--- src/rtl/if_fetch_unit_pkg.sv ---
// Shared types and constants for the instruction-fetch front end.
// Queue entry layout, FSM encoding and the filler instruction.
package if_fetch_unit_pkg;

  localparam int XLEN = 32;

  localparam logic [XLEN-1:0] NOP_INSTR = 32'h0000_0013;

  localparam logic [1:0] ST_BOOT = 2'd0;
  localparam logic [1:0] ST_RUN  = 2'd1;
  localparam logic [1:0] ST_HALT = 2'd2;

  typedef struct packed {
    logic [XLEN-1:0] pc;
    logic [XLEN-1:0] instr;
    logic            misalign;
  } fq_entry_t;

endpackage

--- src/rtl/if_fetch_unit_if.sv ---
// Fetch-to-decode handshake bundle.
// The fetch side is the master, decode is the slave.
interface if_fetch_unit_if;
  import if_fetch_unit_pkg::*;

  logic            out_valid;
  logic            out_ready;
  logic [XLEN-1:0] out_pc;
  logic [XLEN-1:0] out_instr;
  logic            out_misalign;

  modport master (
    output out_valid,
    output out_pc,
    output out_instr,
    output out_misalign,
    input  out_ready
  );

  modport slave (
    input  out_valid,
    input  out_pc,
    input  out_instr,
    input  out_misalign,
    output out_ready
  );

endinterface

--- src/rtl/if_fetch_q.sv ---
// Small synchronous FIFO of fetch entries with flush.
// Head is read straight from register storage.
module if_fetch_q
  import if_fetch_unit_pkg::*;
#(
  parameter int QDEPTH = 2
) (
  input  logic      clk,
  input  logic      rst,
  input  logic      push,
  input  logic      pop,
  input  logic      flush,
  input  fq_entry_t push_data,
  output fq_entry_t head,
  output logic      full,
  output logic      empty
);

  localparam int PW = $clog2(QDEPTH);
  localparam int CW = $clog2(QDEPTH + 1);

  fq_entry_t mem_q [QDEPTH];
  fq_entry_t mem_d [QDEPTH];
  logic [PW-1:0] rd_q, rd_d;
  logic [PW-1:0] wr_q, wr_d;
  logic [CW-1:0] cnt_q, cnt_d;

  function automatic logic [PW-1:0] ptr_inc(
    input logic [PW-1:0] p
  );
    return (p == PW'(QDEPTH - 1)) ? '0 : p + 1'b1;
  endfunction

  assign full  = (cnt_q == CW'(QDEPTH));
  assign empty = (cnt_q == '0);
  assign head  = mem_q[rd_q];

  // next-state for storage, pointers and occupancy
  always_comb begin
    mem_d = mem_q;
    rd_d  = rd_q;
    wr_d  = wr_q;
    cnt_d = cnt_q;
    if (flush) begin
      rd_d  = '0;
      wr_d  = '0;
      cnt_d = '0;
    end else begin
      if (push) begin
        mem_d[wr_q] = push_data;
        wr_d = ptr_inc(wr_q);
      end
      if (pop) begin
        rd_d = ptr_inc(rd_q);
      end
      unique case ({push, pop})
        2'b10:   cnt_d = cnt_q + 1'b1;
        2'b01:   cnt_d = cnt_q - 1'b1;
        default: cnt_d = cnt_q;
      endcase
    end
  end

  // register update with synchronous clear
  always_ff @(posedge clk) begin
    if (rst) begin
      for (int i = 0; i < QDEPTH; i++) begin
        mem_q[i] <= '0;
      end
      rd_q  <= '0;
      wr_q  <= '0;
      cnt_q <= '0;
    end else begin
      for (int i = 0; i < QDEPTH; i++) begin
        mem_q[i] <= mem_d[i];
      end
      rd_q  <= rd_d;
      wr_q  <= wr_d;
      cnt_q <= cnt_d;
    end
  end

endmodule

--- src/rtl/if_fetch_unit.sv ---
// Instruction fetch: owns the PC, reads the ROM and
// queues {pc, instr} for decode; takes redirects.
module if_fetch_unit
  import if_fetch_unit_pkg::*;
#(
  parameter logic [31:0] RESET_PC = 32'h0000_0000,
  parameter int          IM_AW    = 7,
  parameter int          QDEPTH   = 2
) (
  input  logic             clk,
  input  logic             rst,
  output logic [IM_AW-1:0] im_addr,
  input  logic [31:0]      im_dout,
  input  logic             redirect_valid,
  input  logic [31:0]      redirect_pc,
  if_fetch_unit_if.master  dec,
  output logic [31:0]      fetch_cnt
);

  logic [1:0]  state_q, state_d;
  logic [31:0] pc_q, pc_d;
  logic [31:0] fetch_cnt_q, fetch_cnt_d;
  logic        push, pop, flush;
  logic        full, empty;
  logic        deq, enq_ok;
  fq_entry_t   push_data, head;

  assign im_addr   = pc_q[IM_AW+1:2];
  assign fetch_cnt = fetch_cnt_q;

  assign dec.out_valid    = ~empty;
  assign dec.out_pc       = head.pc;
  assign dec.out_instr    = head.instr;
  assign dec.out_misalign = head.misalign;

  assign deq    = ~empty & dec.out_ready;
  assign enq_ok = ~full | deq;
  assign pop    = deq;

  // fetch FSM: redirect wins, misaligned PC parks in HALT
  always_comb begin
    state_d     = state_q;
    pc_d        = pc_q;
    fetch_cnt_d = fetch_cnt_q;
    push        = 1'b0;
    flush       = 1'b0;
    push_data   = '{pc: pc_q, instr: im_dout, misalign: 1'b0};
    if (redirect_valid) begin
      flush   = 1'b1;
      pc_d    = redirect_pc;
      state_d = ST_RUN;
    end else begin
      unique case (1'b1)
        (state_q == ST_BOOT): state_d = ST_RUN;
        (state_q == ST_RUN): begin
          if (enq_ok) begin
            push        = 1'b1;
            fetch_cnt_d = fetch_cnt_q + 32'd1;
            if (pc_q[1:0] != 2'b00) begin
              push_data.instr    = NOP_INSTR;
              push_data.misalign = 1'b1;
              state_d            = ST_HALT;
            end else begin
              pc_d = pc_q + 32'd4;
            end
          end
        end
        default: state_d = state_q;
      endcase
    end
  end

  // state, PC and fetch counter registers
  always_ff @(posedge clk) begin
    if (rst) begin
      state_q     <= ST_BOOT;
      pc_q        <= RESET_PC;
      fetch_cnt_q <= '0;
    end else begin
      state_q     <= state_d;
      pc_q        <= pc_d;
      fetch_cnt_q <= fetch_cnt_d;
    end
  end

  if_fetch_q #(
    .QDEPTH(QDEPTH)
  ) u_q (
    .clk      (clk),
    .rst      (rst),
    .push     (push),
    .pop      (pop),
    .flush    (flush),
    .push_data(push_data),
    .head     (head),
    .full     (full),
    .empty    (empty)
  );

endmodule

--- src/flat_wrapper.sv ---
// flat-port wrapper written by rule: the top's interface ports become plain ports
module if_fetch_unit_flat import if_fetch_unit_pkg::*;
#(
  parameter logic [31:0] RESET_PC = 32'h0000_0000,
  parameter int          IM_AW    = 7,
  parameter int          QDEPTH   = 2
)
  (clk, rst, im_addr, im_dout, redirect_valid, redirect_pc, fetch_cnt, dec_out_valid, dec_out_pc, dec_out_instr, dec_out_misalign, dec_out_ready);
  if_fetch_unit_if dec_i ();
  input  logic clk;
  input  logic rst;
  output logic [IM_AW-1:0] im_addr;
  input  logic [31:0] im_dout;
  input  logic redirect_valid;
  input  logic [31:0] redirect_pc;
  output logic [31:0] fetch_cnt;
  output wire logic [$bits(dec_i.out_valid)-1:0] dec_out_valid;
  output wire logic [$bits(dec_i.out_pc)-1:0] dec_out_pc;
  output wire logic [$bits(dec_i.out_instr)-1:0] dec_out_instr;
  output wire logic [$bits(dec_i.out_misalign)-1:0] dec_out_misalign;
  input wire logic [$bits(dec_i.out_ready)-1:0] dec_out_ready;
  assign dec_out_valid = dec_i.out_valid;
  assign dec_out_pc = dec_i.out_pc;
  assign dec_out_instr = dec_i.out_instr;
  assign dec_out_misalign = dec_i.out_misalign;
  assign dec_i.out_ready = dec_out_ready;
  if_fetch_unit #(.RESET_PC(RESET_PC), .IM_AW(IM_AW), .QDEPTH(QDEPTH)) u_core (.clk(clk), .rst(rst), .im_addr(im_addr), .im_dout(im_dout), .redirect_valid(redirect_valid), .redirect_pc(redirect_pc), .dec(dec_i), .fetch_cnt(fetch_cnt));
endmodule
--- config.mk ---
export PLATFORM = sky130hd
export DESIGN_NAME = if_fetch_unit_flat
export DESIGN_NICKNAME = d
export VERILOG_FILES = /design/src/rtl/if_fetch_unit_pkg.sv /design/src/rtl/if_fetch_unit_if.sv /design/src/rtl/if_fetch_q.sv /design/src/rtl/if_fetch_unit.sv /design/src/flat_wrapper.sv
export SDC_FILE = /design/constraint.sdc
export NUM_CORES = 1
export LEC_CHECK = 0
export CAP_MARGIN = 5
export CORE_MARGIN = 4
export CORE_UTILIZATION = 36
export CTS_CLUSTER_SIZE = 25
export DETAILED_ROUTE_END_ITERATION = 7
export SLEW_MARGIN = 40
export SYNTH_ARGS = -nofsm -noshare
export SYNTH_HDL_FRONTEND = slang
export SYNTH_SLANG_ARGS = --single-unit
--- constraint.sdc ---
create_clock -name clk -period 4.7 [get_ports clk]
set_clock_uncertainty 0.15 [all_clocks]
set_input_delay 0.94 -clock clk [delete_from_list [all_inputs] [get_ports clk]]
set_output_delay 0.94 -clock clk [all_outputs]
set_load 0.05 [all_outputs]
==> results.md, run 1 <==
* Post-Layout Inst Area at 11600 um^2
* Die H at 167 um
* Vias in the first global route at 7727
* Die width at 167 um
* Status: completed
* Core Region at 24600 um^2
* Clock root buffer: clkbuf_16
* Clk slew on worst S/H paths at 70 ps
* Fin crit share at 77.5%
* R2r startpoint: u_core.fetch_cnt[2]$_SDFFE_PP0P_
* Post-Layout Cell Count at 1541
* Post-CTS Resized at 0
* R2r endpoint: u_core.fetch_cnt[31]$_SDFFE_PP0P_
* Max Cap Viol at 0
* Hold Vio Cnt, Final at 0
* Number of synthesized flops with an enable pin at 0
* Total grt overflow at 0
* Post-synthesis cell count at 1091
* Max Freq at 275 MHz
* Layout Nets at 1275
* Largest net degree at the start of global routing at 123
* WHS Endpoint: u_core.u_q.mem_q[68]$_SDFFE_PP0P_
* Die area at 27800 um^2
* Crit Path Category: reg2out
* First-pass GRT wire length at 41600 um
* Worst Setup Start Kind: register
* Pwr/cell area at 322 nW/um^2
* Starting DRT DRC Count at 586
* Largest area contributor in the netlist: dfxtp_1
* Synth async-reset ratio at 0%
* Setup_tns at 0 ps
* Io pins at 173
* Cts hold-fix bufs at 0
* Final GP Congestion at 0.756
* PortBufs at 172
* Post-DP Area at 11000 um^2
* Fin. max-slew vios at 0
* Num CTS Buffers at 17
* Yosys warns at 0
* Synth cell types at 58
* Post-synthesis sequential area ratio at 44.1%
* Initial antenna violation count at 1
* Placed cells at 1509
* Main synth FF type: dfxtp_1
* Initial DRT Pass Iterations at 7
* Final min period at 3640 ps
* Post-CTS Setup Inserts at 0
* CTS tree: done
* Main area contributors after synthesis: dfxtp_1, nand2_1, mux2_2, a21oi_1, nand3_1
* Vias/cell at 5.14
* CP arrival at 2550 ps
* Final ANT Viol Nets at 0
* Req. time, crit path at 3610 ps
* Peak supply drop at 0.183 mV
* Post-route DRC at 0
* RSZ-0062 raised after global routing: false
* Via count at 7920
* Rel. slew slack at 49.0%
* Worst slack at placement at 1060 ps
* Worst Max-Slew Pin Slew at 765 ps
* Worst setup EP type: output port
* Initial Utilization at 36.9%
* Layout cells sized above 1 at 12.1%
* Cell leakage power at 3.90 nW
* Final setup fails at 0
* Hold_sp: u_core.u_q.mem_q[68]$_SDFFE_PP0P_
* Syn Nets at 1162
* Area Growth Syn to Fin at 27.2%
* Top cell type's share of synthesized area at 44.1%
* ANT cells at 0
* Row count at 57
* CTS Sinks at 200
* Post-Route WL at 25700 um
* Clk_lat worst skew at 440 ps
* H-tree levels at 4
* Post-DP HPWL at 16900 um
* Max clock buf depth at 2
* Wire per inst at 16.6 um
* Max FO, Critical Path at 34
* Syn avg cell area at 8.33 um^2
* Hold crit path type: reg2reg
* Cells on worst reg2reg path at 5
* Global Route Usage Sum at 18.0%
* Synthesized area at 9080 um^2
* R2R Setup Slk at 1990 ps
* Setup ws final at 1060 ps
* Seq cells post-synth at 200
* Hold path depth at 2
per-stage QoR:
step / util [%] / total power, mW / hold WS (ps)
after floorplan: - / 2.11 / 278
after global placement: 44.4 / 2.28 / 286
after detailed placement: 44.6 / 2.29 / 294
after CTS: 46.9 / 3.76 / 305
after global routing: 47.0 / 3.87 / 318
final: 47.0 / 3.72 / 301
worst max path at each step:
stage / cells after the start / from / endpoint / slack (ps)
after floorplan: 8 / dec_out_ready / u_core.u_q.mem_q[47]$_SDFFE_PP0P_ / 2120
after global placement: 8 / redirect_valid / u_core.u_q.mem_q[121]$_SDFFE_PP0P_ / 1080
after detailed placement: 7 / redirect_valid / u_core.u_q.mem_q[24]$_SDFFE_PP0P_ / 1060
after CTS: 3 / u_core.u_q.rd_q$_SDFFE_PP0P_ / dec_out_misalign / 1020
after global routing: 3 / u_core.u_q.rd_q$_SDFFE_PP0P_ / dec_out_instr[5] / 980
final: 3 / u_core.u_q.rd_q$_SDFFE_PP0P_ / dec_out_instr[21] / 1060
registers in the layout, summed over array words and instances (netlist names):
name,flops
u_core.u_q.rd_q,1
u_core.fetch_cnt,32
u_core.state_q,2
u_core.u_q.cnt_q,2
u_core.u_q.wr_q,1
u_core.u_q.mem_q,130
u_core.pc_q,32
cells in the final DEF (no fill, tap or decap), types with 14 or more instances in the layout:
cell type and n:
xor2_1 17, xnor2_1 31, nand4_1 19, nor4_1 14, mux2_2 66, clkdlybuf4s50_1 171
nand3_1 72, dfxtp_1 199, clkbuf_16 17, nor2_1 68, nand2_1 218, a21oi_1 142
a211oi_1 22
critical path, cell delays in order (launching register included):
cell             delay [ps]
dfxtp_4                 700
buf_12                  300
mux2_2                  360
clkdlybuf4s50_1         730
power by group:
group / total (mW) / internal [mW] / switching (mW)
sequential: 1.80 / 1.74 / 0.0526
combinational: 0.451 / 0.179 / 0.273
clock: 1.48 / 0.777 / 0.699
cells in the mapped netlist, types with 2 or more instances:
library cell and instances:
nand2_1 220, dfxtp_1 200, a21oi_1 142, nand3_1 72
nor2_1 69, mux2_2 66, clkbuf_1 63, xnor2_1 31
a211oi_1 22, nand4_1 19, xor2_1 17, buf_2 14
inv_1 14, nor4_1 14, nor3_1 13, o21ai_0 9
and4_1 8, buf_4 8, or3_1 8, and3_1 7
or2_2 7, mux2i_1 5, nor4_4 5, buf_1 4
o21bai_1 4, a22oi_1 3, and2_1 3, ha_1 3
nor3b_2 3, nor4b_1 3, buf_6 2, nand2b_1 2
nor2b_1 2, o311ai_0 2, o41ai_1 2, or3b_1 2
or4_1 2
metal layers:
metal | share of wire (%) | wire length (um) | vias up | track usage [%]
met5 | 0.078 | 20 | - | 0
met1 | 48 | 12300 | 3742 | 24.4
li1 | - | - | 3973 | -
met3 | 5.6 | 1440 | 24 | 5.17
met4 | 1.0 | 258 | 2 | 3.98
met2 | 45 | 11700 | 179 | 28.8
area by class of cell:
| cell class | instances | area [um^2] |
|---|---|---|
| Clock buffer | 19 | 453 |
| Clock inverter | 13 | 134 |
| Fill cell | 2394 | 13100 |
| Inverter | 15 | 56.3 |
| Multi-Input combinational cell | 784 | 4640 |
| Sequential cell | 200 | 4010 |
| Tap cell | 324 | 405 |
| Timing Repair Buffer | 186 | 1860 |
logic make-up after synthesis:
group,share of synthesized area [%]
XOR/XNOR,4.63
AO/OA/AOI/OAI,11.8
flip-flops,44.1
adder cells (fa/ha/maj),0.413
multiplexers,8.86
AND/OR/NAND/NOR,25.1
buffers and inverters,5.12
Note: power is estimated with default switching activity, not from simulation.
==> run 2, diff against run 1 <==
==> constraint.sdc (replaced) <==
create_clock -name clk -period 3.7 [get_ports clk]
set_clock_uncertainty 0.15 [all_clocks]
set_input_delay 0.74 -clock clk [delete_from_list [all_inputs] [get_ports clk]]
set_output_delay 0.74 -clock clk [all_outputs]
set_load 0.05 [all_outputs]
==> run 2 against run 1 <==
  * Total power is 27% higher
  * First-iteration DRC count shrank 12%
  * Routed wire length fell by 1.6%
  * Critical path depth is the same
  * Worst setup slack lost 720 ps
  * Sequential power increased by 27%
  * Count of clock-buffer cells in the layout shrank 1
  * Register-to-register slack got worse by 1000 ps
  * Die area did not move
  * Critical path type unchanged
  * Critical endpoint is now dec_out_misalign
  * Largest power group unchanged
  * Highest routed layer is now met4
==> results.md, run 2 (same netlist as run 1, synthesis figures left out) <==
* Layout cells sized above 1 at 12.4%
* CP arrival at 2470 ps
* Commonest non-fill, non-tap cells in the layout: nand2_1, dfxtp_1, clkdlybuf4s50_1, a21oi_1, nand3_1
* Post-CTS Resized at 0
* Worst setup EP type: output port
* Rel. slew slack at 48.9%
* Wire per inst at 16.3 um
* RSZ-0062 raised after global routing: false
* Post-CTS Setup Inserts at 0
* Vias/cell at 5.10
* Hold path depth at 2
* PortBufs at 172
* Num CTS Buffers at 17
* Initial DRT Pass Iterations at 5
* Final ANT Viol Nets at 0
* CTS Sinks at 200
* Area Growth Syn to Fin at 27.8%
* Req. time, crit path at 2810 ps
* Max FO, Critical Path at 27
* Via count at 7888
* Die width at 167 um
* Hold crit path type: reg2reg
* Largest net degree at the start of global routing at 118
* Initial antenna violation count at 0
* Largest register by flop count: u_core.u_q.mem_q
* Commonest non-fill, non-tap cell in the layout: nand2_1
* Logic pwr share at 12.1%
* Post-Route WL at 25200 um
* Status: completed
* Max Cap Viol at 0
* Internal at 3.42 mW
* Layout Nets at 1280
* Clk pwr share at 39.8%
* Crit Path Category: reg2out
* Peak supply drop at 0.330 mV
* Fillers at 2423
* Post-Layout Inst Area at 11600 um^2
* Fin crit share at 90.9%
* Clock root buffer: clkbuf_16
* Seq pwr share at 48.1%
* Die H at 167 um
* Max Freq at 297 MHz
* CTS tree: done
* Worst Setup Start Kind: register
* Sw Share at 27.8%
* Final min period at 3360 ps
* Post-DP HPWL at 16800 um
* Io pins at 173
* H-tree levels at 4
* Vias in the first global route at 7618
* Hold Vio Cnt, Final at 0
* Die area at 27800 um^2
* Core Region at 24600 um^2
* Post-DP Area at 11000 um^2
* Row count at 57
* Post-route DRC at 0
* Setup_tns at 0 ps
* P_sw at 1.32 mW
* Final GP Congestion at 0.762
* Final setup fails at 0
* Cell leakage power at 3.92 nW
* Initial Utilization at 36.9%
* Cells on worst reg2reg path at 5
* Clk slew on worst S/H paths at 70 ps
* R2R Setup Slk at 960 ps
* Max reg flops at 130
* Total grt overflow at 0
* Max clock buf depth at 2
* Pwr/cell area at 408 nW/um^2
* Fin. max-slew vios at 0
* Clk_lat worst skew at 430 ps
* Worst Max-Slew Pin Slew at 767 ps
* Global Route Usage Sum at 17.8%
* First-pass GRT wire length at 41100 um
* Starting DRT DRC Count at 518
* Cts hold-fix bufs at 0
-- run 2: worst paths after layout --
check / startpoint / end
setup / recovery: u_core.u_q.rd_q$_SDFFE_PP0P_ / dec_out_misalign
hold / removal: u_core.u_q.mem_q[104]$_SDFFE_PP0P_ / u_core.u_q.mem_q[104]$_SDFFE_PP0P_
setup reg to reg: u_core.fetch_cnt[2]$_SDFFE_PP0P_ / u_core.fetch_cnt[31]$_SDFFE_PP0P_
hold reg to reg: u_core.u_q.mem_q[104]$_SDFFE_PP0P_ / u_core.u_q.mem_q[104]$_SDFFE_PP0P_
-- run 2: per-stage QoR --
stage	worst slack, ps	cells	utilization [%]	hold slack (ps)	power [mW]
after global placement	572	1514	44.8	286	2.90
after CTS	297	1546	47.2	304	4.79
after global routing	259	1546	47.2	316	4.92
after detailed placement	547	1514	44.8	293	2.91
final	335	1547	47.2	303	4.74
after floorplan	1180	1091	-	278	2.68
-- run 2: metal layers --
layer / share of wire, % / vias to the layer above / track usage [%]
li1: - / 3986 / -
met1: 48 / 3732 / 24.4
met2: 46 / 162 / 28.3
met3: 5.5 / 8 / 5.12
met4: 0.70 / 0 / 3.24
met5: 0 / - / 0
-- run 2: power by group through the flow --
| stage | Clock (mW) | Sequential (mW) | Combinational (mW) |
|---|---|---|---|
| after floorplan | 0 | 2.31 | 0.369 |
| after global placement | 0 | 2.33 | 0.575 |
| after detailed placement | 0 | 2.33 | 0.577 |
| after CTS | 1.93 | 2.28 | 0.580 |
| after global routing | 2.02 | 2.29 | 0.617 |
| final | 1.89 | 2.28 | 0.575 |
-- run 2: layout make-up --
class | instances | area, um^2 | area share [%]
clock inverter | 14 | 151 | 1.30
timing repair buffer | 191 | 1920 | 16.5
inverter | 15 | 56.3 | 0.485
tap | 324 | 405 | 3.49
sequential | 200 | 4010 | 34.5
clock buffer | 18 | 439 | 3.78
antenna | 1 | 2.50 | 0.0215
multi-input combinational | 784 | 4630 | 39.9
-- run 2: worst max-delay path: stages (launching register included) --
cell and delay [ps]:
dfxtp_4 640, buf_4 310, mux2_2 350, clkdlybuf4s50_1 740
==> run 3, diff against run 2 <==
--- a/config.mk
+++ b/config.mk
@@ -6,10 +6,13 @@
 export NUM_CORES = 1
 export LEC_CHECK = 0
 export CAP_MARGIN = 5
+export CELL_PAD_IN_SITES_DETAIL_PLACEMENT = 1
+export CELL_PAD_IN_SITES_GLOBAL_PLACEMENT = 1
 export CORE_MARGIN = 4
 export CORE_UTILIZATION = 36
 export CTS_CLUSTER_SIZE = 25
 export DETAILED_ROUTE_END_ITERATION = 7
+export PLACE_DENSITY_LB_ADDON = 0.1
 export SLEW_MARGIN = 40
 export SYNTH_ARGS = -nofsm -noshare
 export SYNTH_HDL_FRONTEND = slang
==> run 3 against run 2 <==
  * Critical path depth stayed put
  * Via count rose by 2.2%
  * Critical path type unchanged
  * Final cell count is 0.26% lower
  * Sequential power about the same
  * Total power rose by 0.72%
  * Sequential cell count is the same
  * Register-to-register slack about the same
==> results.md, run 3 (same netlist as run 1, synthesis figures left out) <==
* Setup_tns at 0 ps
* Initial antenna violation count at 2
* Cell leakage power at 3.91 nW
* Fillers at 2892
* Worst setup EP type: output port
* Io pins at 173
* Vias/cell at 5.22
* Crit path buf inv count at 2
* Post-Route WL at 27300 um
* Global Route Usage Sum at 19.4%
* R2r endpoint: u_core.fetch_cnt[31]$_SDFFE_PP0P_
* Clock root buffer: clkbuf_16
* Fin. max-slew vios at 0
* Initial DRT Pass Iterations at 4
* Req. time, crit path at 2810 ps
* Commonest non-fill, non-tap cells in the layout: nand2_1, dfxtp_1, clkdlybuf4s50_1, a21oi_1, nand3_1
* Vias in the first global route at 8253
* Fin crit share at 88.5%
* CP arrival at 2390 ps
* Layout Nets at 1278
* Clk slew on worst S/H paths at 70 ps
* Crit-path cells: buf_4, mux2_2, clkdlybuf4s50_1
* Max Cap Viol at 0
* Starting DRT DRC Count at 273
* Post-DP HPWL at 18100 um
* Die H at 167 um
* H-tree levels at 4
* Worst Setup Start Kind: register
* Final GP Congestion at 0.793
* PortBufs at 172
* Row count at 57
* Hold crit path type: reg2reg
* Via count at 8059
* Final ANT Viol Nets at 0
* RSZ-0062 raised after global routing: false
* Clk_lat worst skew at 440 ps
* Worst Max-Slew Pin Slew at 717 ps
* Final Core Density at 47.2%
* Cts hold-fix bufs at 0
* CTS Sinks at 200
* Hold path depth at 2
* Max Freq at 305 MHz
* Core Region at 24600 um^2
* First-pass GRT wire length at 44500 um
* R2r startpoint: u_core.fetch_cnt[2]$_SDFFE_PP0P_
* CP max stage cell: clkdlybuf4s50_1
* Die width at 167 um
* Family with the most delay on the worst path: buffers and inverters
* Pwr/cell area at 411 nW/um^2
* Cells on worst reg2reg path at 5
* Crit Path Category: reg2out
* CTS tree: done
* Multi-input gate area at 4630 um^2
* Max clock buf depth at 2
* Max incr delay on CP at 700 ps
* End of the critical path: dec_out_pc[27]
* Commonest non-fill, non-tap cell in the layout: nand2_1
* Total grt overflow at 0
* Post-CTS Setup Inserts at 0
* Area Growth Syn to Fin at 27.9%
* Hold_sp: u_core.u_q.mem_q[20]$_SDFFE_PP0P_
* FF/Latch Area at 4010 um^2
* Post-CTS Resized at 0
* R2R Setup Slk at 970 ps
* Post-route DRC at 0
* Max reg flops at 130
* Peak supply drop at 0.279 mV
* Final setup fails at 0
* Layout cells sized above 1 at 12.0%
* Stages on worst setup path at 3
* Hold Vio Cnt, Final at 0
* Rel. slew slack at 52.2%
* Max FO, Critical Path at 17
* Wire per inst at 17.7 um
* Worst Setup SP: u_core.u_q.rd_q$_SDFFE_PP0P_
* Status: completed
* Die area at 27800 um^2
* Final min period at 3280 ps
* Num CTS Buffers at 17
* Largest register by flop count: u_core.u_q.mem_q
* Largest net degree at the start of global routing at 76
* Initial Utilization at 36.9%
## run 3: worst reg2reg max path, stage by stage, from the launching register on
cell     delay [ps]
dfxtp_1         490
nand4_2         180
or4_2           940
nor3_2          330
nor3b_2         210
mux2_1          330
## run 3: final cells by class
type                            instances  area share, %
Tap cell                              324           3.49
Sequential cell                       200           34.5
Inverter                               15          0.485
Multi-Input combinational cell        784           39.8
Timing Repair Buffer                  189           16.6
Clock buffer                           17           3.66
Antenna cell                            1         0.0215
Clock inverter                         13           1.43
## run 3: metal layers
metal | part of all wire [%] | track usage (%) | vias to the layer above
li1 | - | - | 3987
met1 | 47 | 25.4 | 3913
met2 | 48 | 32.7 | 142
met3 | 4.4 | 4.81 | 15
met4 | 0.85 | 3.84 | 2
met5 | 0.048 | 0 | -
## run 3: worst min path at each step
stage | slack (ps) | to
final | 300 | u_core.u_q.mem_q[20]$_SDFFE_PP0P_
after detailed placement | 290 | u_core.u_q.mem_q[33]$_SDFFE_PP0P_
after global routing | 320 | u_core.u_q.mem_q[56]$_SDFFE_PP0P_
after floorplan | 280 | u_core.u_q.mem_q[24]$_SDFFE_PP0P_
after CTS | 310 | u_core.u_q.mem_q[43]$_SDFFE_PP0P_
after global placement | 290 | u_core.u_q.mem_q[24]$_SDFFE_PP0P_
## run 3: power by group
| part | internal [mW] | switching [mW] |
|---|---|---|
| clock | 1.01 | 0.900 |
| combinational | 0.232 | 0.349 |
| sequential | 2.21 | 0.0679 |
## run 3: metrics by stage
step	total power, mW	instances	cell area (um^2)	hold slack [ps]	setup WS (ps)
3_5_place_dp	2.92	1512	11000	294	537
5_1_grt	4.98	1543	11600	324	333
3_3_place_gp	2.91	1512	11000	287	568
2_1_floorplan	2.68	1091	9080	278	1180
4_1_cts	4.84	1542	11600	307	376
6_report	4.78	1543	11600	304	425
